### config.mk
export PLATFORM = sky130hd
export DESIGN_NAME = alu_ctrl_issue
export DESIGN_NICKNAME = d
export VERILOG_FILES = /design/src/rtl/alu_pkg.sv /design/src/rtl/imm_gen.sv /design/src/rtl/alu_ctrl_issue.sv
export SDC_FILE = /design/constraint.sdc
export NUM_CORES = 1
export LEC_CHECK = 0
export CAP_MARGIN = 10
export CORE_MARGIN = 4
export CORE_UTILIZATION = 42
export CTS_CLUSTER_DIAMETER = 150
export CTS_CLUSTER_SIZE = 40
export DETAILED_ROUTE_END_ITERATION = 10
export PLACE_DENSITY = 0.88
export SKIP_CTS_REPAIR_TIMING = 1
export SYNTH_ARGS = -nofsm -noshare
export SYNTH_HDL_FRONTEND = slang
export SYNTH_SLANG_ARGS = --single-unit
### constraint.sdc
create_clock -name clk -period 5.6 [get_ports clk]
set_input_delay 0.56 -clock clk [delete_from_list [all_inputs] [get_ports clk]]
set_output_delay 0.56 -clock clk [all_outputs]
set_load 0.1 [all_outputs]
### src/rtl/alu_pkg.sv
// Shared constants for the decode/issue slice: ALU control codes, RV32I opcodes,
// conditional-branch funct3 values, and helpers mapping funct3 to an ALU code.
// Pure definitions; no state, no timing.
package alu_pkg;

  // ALU control codes consumed by the execute-stage ALU
  localparam logic [3:0] ALU_ADD   = 4'b0000;
  localparam logic [3:0] ALU_SUB   = 4'b1000;
  localparam logic [3:0] ALU_SLL   = 4'b0001;
  localparam logic [3:0] ALU_SLT   = 4'b0010;
  localparam logic [3:0] ALU_SLTU  = 4'b0011;
  localparam logic [3:0] ALU_XOR   = 4'b0100;
  localparam logic [3:0] ALU_SRL   = 4'b0101;
  localparam logic [3:0] ALU_SRA   = 4'b1101;
  localparam logic [3:0] ALU_OR    = 4'b0110;
  localparam logic [3:0] ALU_AND   = 4'b0111;
  localparam logic [3:0] ALU_PASSB = 4'b1111;

  // funct7 values that select the base / alternate (SUB, SRA) encodings
  localparam logic [6:0] F7_BASE = 7'b0000000;
  localparam logic [6:0] F7_ALT  = 7'b0100000;

  // RV32I base opcodes
  typedef enum logic [6:0] {
    OPC_LUI      = 7'b0110111,
    OPC_AUIPC    = 7'b0010111,
    OPC_JAL      = 7'b1101111,
    OPC_JALR     = 7'b1100111,
    OPC_BRANCH   = 7'b1100011,
    OPC_LOAD     = 7'b0000011,
    OPC_STORE    = 7'b0100011,
    OPC_OP_IMM   = 7'b0010011,
    OPC_OP       = 7'b0110011,
    OPC_MISC_MEM = 7'b0001111,
    OPC_SYSTEM   = 7'b1110011
  } opcode_e;

  // Conditional-branch funct3 values (010/011 are unassigned)
  typedef enum logic [2:0] {
    BR_BEQ  = 3'b000,
    BR_BNE  = 3'b001,
    BR_BLT  = 3'b100,
    BR_BGE  = 3'b101,
    BR_BLTU = 3'b110,
    BR_BGEU = 3'b111
  } br_funct3_e;

  // Register/immediate ALU op: alt selects SUB/SRA over ADD/SRL
  function automatic logic [3:0] alu_op_r(input logic alt, input logic [2:0] funct3);
    logic [3:0] op;
    case (funct3)
      3'b000:  op = alt ? ALU_SUB : ALU_ADD;
      3'b001:  op = ALU_SLL;
      3'b010:  op = ALU_SLT;
      3'b011:  op = ALU_SLTU;
      3'b100:  op = ALU_XOR;
      3'b101:  op = alt ? ALU_SRA : ALU_SRL;
      3'b110:  op = ALU_OR;
      default: op = ALU_AND;
    endcase
    return op;
  endfunction

  // Compare op the ALU performs to resolve a conditional branch
  function automatic logic [3:0] branch_alu_op(input logic [2:0] funct3);
    logic [3:0] op;
    case (funct3)
      BR_BEQ, BR_BNE: op = ALU_SUB;
      BR_BLT, BR_BGE: op = ALU_SLT;
      default:        op = ALU_SLTU;
    endcase
    return op;
  endfunction

endpackage

### src/rtl/imm_gen.sv
// Immediate extraction: picks the I/S/B/U/J (or shift-amount) immediate by opcode.
// Latency: purely combinational, zero cycles.
// Backpressure: none; output follows the instruction word.
module imm_gen
  import alu_pkg::*;
#(
  parameter int XLEN = 32
) (
  input  logic [31:0]     instr,
  output logic [XLEN-1:0] imm
);

  logic [31:0] i_imm;
  logic [31:0] s_imm;
  logic [31:0] b_imm;
  logic [31:0] u_imm;
  logic [31:0] j_imm;
  logic [31:0] sh_imm;
  logic [31:0] imm32;

  assign i_imm  = {{20{instr[31]}}, instr[31:20]};
  assign s_imm  = {{20{instr[31]}}, instr[31:25], instr[11:7]};
  assign b_imm  = {{19{instr[31]}}, instr[31], instr[7], instr[30:25], instr[11:8], 1'b0};
  assign u_imm  = {instr[31:12], 12'h000};
  assign j_imm  = {{11{instr[31]}}, instr[31], instr[19:12], instr[20], instr[30:21], 1'b0};
  assign sh_imm = {27'd0, instr[24:20]};

  // Select the immediate format; shifts take the unsigned shamt field
  always_comb begin
    imm32 = 32'd0;
    case (instr[6:0])
      OPC_OP_IMM: imm32 = (instr[13:12] == 2'b01) ? sh_imm : i_imm;
      OPC_LOAD,
      OPC_JALR:   imm32 = i_imm;
      OPC_STORE:  imm32 = s_imm;
      OPC_BRANCH: imm32 = b_imm;
      OPC_LUI,
      OPC_AUIPC:  imm32 = u_imm;
      OPC_JAL:    imm32 = j_imm;
      default:    imm32 = 32'd0;
    endcase
  end

  // Sign-extend the 32-bit immediate to the datapath width
  assign imm = {{(XLEN - 31){imm32[31]}}, imm32[30:0]};

endmodule

### src/rtl/alu_ctrl_issue.sv
// Decode/issue register: RV32I word -> ALU control, operands, rd, wb enable, branch info.
// Latency: one cycle from accepted input to out_valid; back-to-back without bubbles.
// Backpressure: in_ready = !out_valid || out_ready; outputs hold while stalled; flush drops.
module alu_ctrl_issue
  import alu_pkg::*;
#(
  parameter int XLEN = 32
) (
  input  logic            clk,
  input  logic            rst,
  input  logic            flush,
  input  logic            in_valid,
  output logic            in_ready,
  input  logic [31:0]     in_instr,
  input  logic [XLEN-1:0] in_pc,
  input  logic [XLEN-1:0] in_rs1_data,
  input  logic [XLEN-1:0] in_rs2_data,
  output logic            out_valid,
  input  logic            out_ready,
  output logic [3:0]      out_alu_ctrl,
  output logic [XLEN-1:0] out_op_a,
  output logic [XLEN-1:0] out_op_b,
  output logic [4:0]      out_rd,
  output logic            out_wb_en,
  output logic [2:0]      out_br_type,
  output logic            out_is_branch,
  output logic            out_illegal
);

  logic [XLEN-1:0] imm;
  logic [6:0]      opc;
  logic [2:0]      funct3;
  logic [6:0]      funct7;
  logic [4:0]      rd;
  logic            load;

  logic [3:0]      dec_alu;
  logic [XLEN-1:0] dec_a;
  logic [XLEN-1:0] dec_b;
  logic            dec_wb;
  logic            dec_br;
  logic            dec_ill;

  assign opc    = in_instr[6:0];
  assign funct3 = in_instr[14:12];
  assign funct7 = in_instr[31:25];
  assign rd     = in_instr[11:7];

  imm_gen #(.XLEN(XLEN)) u_imm_gen (
    .instr (in_instr),
    .imm   (imm)
  );

  assign in_ready = !out_valid || out_ready;
  assign load     = in_valid && in_ready;

  // Decode opcode/funct into ALU control, operand muxing, write-back and legality
  always_comb begin
    dec_alu = ALU_ADD;
    dec_a   = '0;
    dec_b   = '0;
    dec_wb  = 1'b0;
    dec_br  = 1'b0;
    dec_ill = 1'b0;
    case (opc)
      OPC_OP: begin
        dec_a  = in_rs1_data;
        dec_b  = in_rs2_data;
        dec_wb = 1'b1;
        if (funct7 == F7_BASE) begin
          dec_alu = alu_op_r(1'b0, funct3);
        end else if (funct7 == F7_ALT && (funct3 == 3'b000 || funct3 == 3'b101)) begin
          dec_alu = alu_op_r(1'b1, funct3);
        end else begin
          dec_ill = 1'b1;
        end
      end
      OPC_OP_IMM: begin
        dec_a   = in_rs1_data;
        dec_b   = imm;
        dec_wb  = 1'b1;
        // only the right shifts may carry the alternate bit; ADDI etc. never do
        dec_alu = alu_op_r((funct3 == 3'b101) && in_instr[30], funct3);
        if (funct3 == 3'b001 && funct7 != F7_BASE) begin
          dec_ill = 1'b1;
        end
        if (funct3 == 3'b101 && funct7 != F7_BASE && funct7 != F7_ALT) begin
          dec_ill = 1'b1;
        end
      end
      OPC_LOAD: begin
        dec_a  = in_rs1_data;
        dec_b  = imm;
        dec_wb = 1'b1;
      end
      OPC_STORE: begin
        dec_a = in_rs1_data;
        dec_b = imm;
      end
      OPC_LUI: begin
        dec_alu = ALU_PASSB;
        dec_b   = imm;
        dec_wb  = 1'b1;
      end
      OPC_AUIPC: begin
        dec_a  = in_pc;
        dec_b  = imm;
        dec_wb = 1'b1;
      end
      OPC_JAL, OPC_JALR: begin
        // the ALU forms the link value pc + 4
        dec_a  = in_pc;
        dec_b  = XLEN'(4);
        dec_wb = 1'b1;
      end
      OPC_BRANCH: begin
        dec_a  = in_rs1_data;
        dec_b  = in_rs2_data;
        dec_br = 1'b1;
        if (funct3[2:1] == 2'b01) begin
          dec_ill = 1'b1;
        end else begin
          dec_alu = branch_alu_op(funct3);
        end
      end
      OPC_MISC_MEM, OPC_SYSTEM: begin
        // legal base-ISA words with no ALU work: issue as a no-op
        dec_wb = 1'b0;
      end
      default: dec_ill = 1'b1;
    endcase
    if (dec_ill) begin
      dec_alu = ALU_ADD;
      dec_wb  = 1'b0;
    end
    if (rd == 5'd0) begin
      dec_wb = 1'b0;
    end
  end

  // Pipeline register: reset clears, flush kills, load captures, drain empties
  always_ff @(posedge clk) begin
    if (!rst) begin
      out_valid     <= 1'b0;
      out_alu_ctrl  <= '0;
      out_op_a      <= '0;
      out_op_b      <= '0;
      out_rd        <= '0;
      out_wb_en     <= 1'b0;
      out_br_type   <= '0;
      out_is_branch <= 1'b0;
      out_illegal   <= 1'b0;
    end else if (flush) begin
      out_valid <= 1'b0;
    end else if (load) begin
      out_valid     <= 1'b1;
      out_alu_ctrl  <= dec_alu;
      out_op_a      <= dec_a;
      out_op_b      <= dec_b;
      out_rd        <= rd;
      out_wb_en     <= dec_wb;
      out_br_type   <= funct3;
      out_is_branch <= dec_br;
      out_illegal   <= dec_ill;
    end else if (out_ready) begin
      out_valid <= 1'b0;
    end
  end

endmodule

==> key figures <==
Yosys
  • Synth Instances: 468
  • Number of warnings issued by yosys: 0
  • Number of synthesized flops with an enable pin: 0
  • Async SR Flop Fraction: 0
  • Area leader, netlist: dfxtp_1
  • Synthesized area: 0.00385 mm²
  • Distinct cells, synth: 49
  • Synthesized area per cell: 8.23 µm²
  • Post-synth net total: 601
  • Synth top area share: 0.416
  • Post-synth top flop: dfxtp_1
  • Post-synthesis sequential area ratio: 0.416
  • Post-synth top cells: 80 x dfxtp_1, 73 x o21ai_0, 55 x nand2_1
  • Most common cell in the synthesized netlist: dfxtp_1
  • Synth area leaders: dfxtp_1 42%, o21ai_0 9.5%, a221oi_1 7.7%
  • Register bit total from synthesis: 80

Final layout
  • Layout area overhead: 61.2%
  • Area used by multi-input combinational logic: 0.00206 mm²
  • Sequential cell area: 0.00160 mm²
  • Filler cell count: 705
  • Ant diodes: 0
  • Util after Layout: 0.705
  • Final non-filler cell area: 0.00621 mm²
  • Final nets: around 790
  • Share of cells above drive strength 1: 0.0500
  • Final non-filler cell total: between 700 and 800

Placed design
  • DP Area: roughly 0.0060 mm²
  • Placer Congestion: 0.854
  • IO Port Bufs: 213
  • DPL Wire Length: 10,600 µm
  • # placed instances: 752

Floorplan
  • DIE HEIGHT: ~100 µm
  • Die Wd: 104 µm
  • Std cell rows: 34
  • IO Pins: about 210
  • Core Box Area: 0.00881 mm²
  • Total die area: between 0.01 and 0.015 mm²
  • Initial Util: 0.437

GRT
  • GRT Total Usage: 0.263
  • Total gr overflow: 0
  • First-pass GRT wire length: 23,200 µm
  • Antenna violations before repair: 0
  • Pin count of the biggest net entering global routing: 76
  • Vias in the first global route: ~4,600

Critical path
  • Crit-path cells: clkdlybuf4s50_1, nand2b_1, nor3_2, o31a_1, o211ai_1, o21ai_0
  • CP max-delay cell: nor3_2
  • Worst r2r path cells: 7
  • Data required, critical path: 5860 ps
  • Critical Path End Type: flip-flop
  • Critical Path Source Type: input pin
  • Critical path type: in2reg
  • Worst EP arrival: about 3600 ps
  • CP max FO: 17
  • Critical path's largest stage delay: 820 ps

Timing
  • Worst-margin pin slew: approximately 1100 ps
  • Fin. Hold Viols: 0
  • Worst Skew: 10.3 ps
  • Setup TNS: 0 ps
  • Rel. slew slack: 0.296
  • Fin crit share: 0.598
  • Final setup viols: 0
  • Final Max Tran Viols: 0
  • Fmax: 299 MHz
  • RSZ-0062 raised after global routing: no
  • Tmin final: 3350 ps

Hold path
  • Worst hold path type: reg2reg
  • Worst Hold Depth: 2

CTS
  • Clock-pin slew on the worst setup and hold paths: 90 ps
  • Clock H-tree levels: 3
  • Clk Latency, worst-skew pair: 350 ps
  • Clock Sinks: 80
  • Total CTS buffers: 9
  • Clock Tree Buf Depth: 2
  • Root buf cell: clkbuf_8
  • CTS tree: built

Drt
  • Top Metal Used: met4
  • WL final: around 15,000 µm
  • Met2 Routed Length: around 7200 µm
  • WL/cell: about 19 µm
  • Iteration-0 DRC Markers: 400
  • Routed vias/inst: approximately 6
  • # DRC: 0
  • Via count: 4,544
  • Routed wl met3: 1520 µm
  • Detail Route Antenna Nets: 0
  • M1 wire length: approximately 5400 µm
  • First-pass iteration count of the detailed router: 6

Power and ir drop
  • P_leak: 0.00219 µW
  • Cell Pwr Density: 225 mW/mm²
  • Pwr Total: ~1400 µW
  • Worst VDD drop: 0.000140 V

Run status
  • Status: completed

Run
  • Max Cap Viol: 0
==> layer usage <==
| layer | vias up | track usage |
|---|---|---|
| li1 | 2114 | - |
| met1 | 2127 | 0.297 |
| met2 | 259 | 0.455 |
| met3 | 44 | 0.0902 |
| met4 | 0 | 0.103 |
| met5 | - | 0 |
==> per-stage QoR <==
stage               worst slack [ps]  hold WS, ps
floorplan                       2760          636
detailed placement              1920          449
global placement                2090          433
CTS                             2340          461
finish                          2250          459
global route                    2060          480
==> placed cells by master (no fill, tap or decap), types with 11 or more instances in the layout <==
| cell | synthesis | routed |
|---|---|---|
| dfxtp_1 | 80 | 80 |
| clkbuf_8 | 0 | 11 |
| clkdlybuf4s50_1 | 0 | 212 |
| nand2_1 | 55 | 55 |
| a21oi_1 | 14 | 13 |
| a22oi_1 | 13 | 13 |
| o21ai_0 | 73 | 73 |
| a221oi_1 | 34 | 34 |
| and2_1 | 20 | 20 |
| nor2_1 | 40 | 40 |
| a222oi_1 | 11 | 11 |
==> power breakdown <==
part	internal, µW	switching, µW
sequential	586	9.03
clock	232	218
combinational	136	219
==> state kept, by name, indices dropped and copies added (netlist names) <==
signal and count:
out_valid 1, out_op_b 32, out_alu_ctrl 4, out_br_type 3
out_op_a 32, out_wb_en 1, out_is_branch 1, out_rd 5
out_illegal 1
==> layout make-up <==
type                       instances  share of cell area
clock buffer                      12              0.0250
clock inverter                     4             0.00826
inverter                           7             0.00423
multi-input combinational        337               0.332
sequential                        80               0.258
tap                              108              0.0218
timing repair buffer             220               0.351
==> worst max-delay path, delay by kind of cell <==
family | cells | cell delay [ps]
simple gates | 2 | 1120
compound gates | 3 | 1330
buf+inv | 1 | 610
==> path summary, 6_finish.rpt <==
kind	start	to	slack, ps
max	in_instr[6]	out_op_b[18]$_SDFFE_PN0P_	2250
min	out_alu_ctrl[0]$_SDFFE_PN0P_	out_alu_ctrl[0]$_SDFFE_PN0P_	460
max reg2reg	out_valid$_SDFFE_PP0P_	out_alu_ctrl[3]$_SDFFE_PN0P_	3450
min reg2reg	out_alu_ctrl[0]$_SDFFE_PN0P_	out_alu_ctrl[0]$_SDFFE_PN0P_	460
==> kinds of logic after synthesis <==
family	Yosys count	share of synthesized area
AO/OA/AOI/OAI	188	0.343
XOR/XNOR	2	0.00455
buffers and inverters	51	0.0529
flip-flops	80	0.416
AND/OR/NAND/NOR	147	0.184
Power figures use the tool's default switching activity.
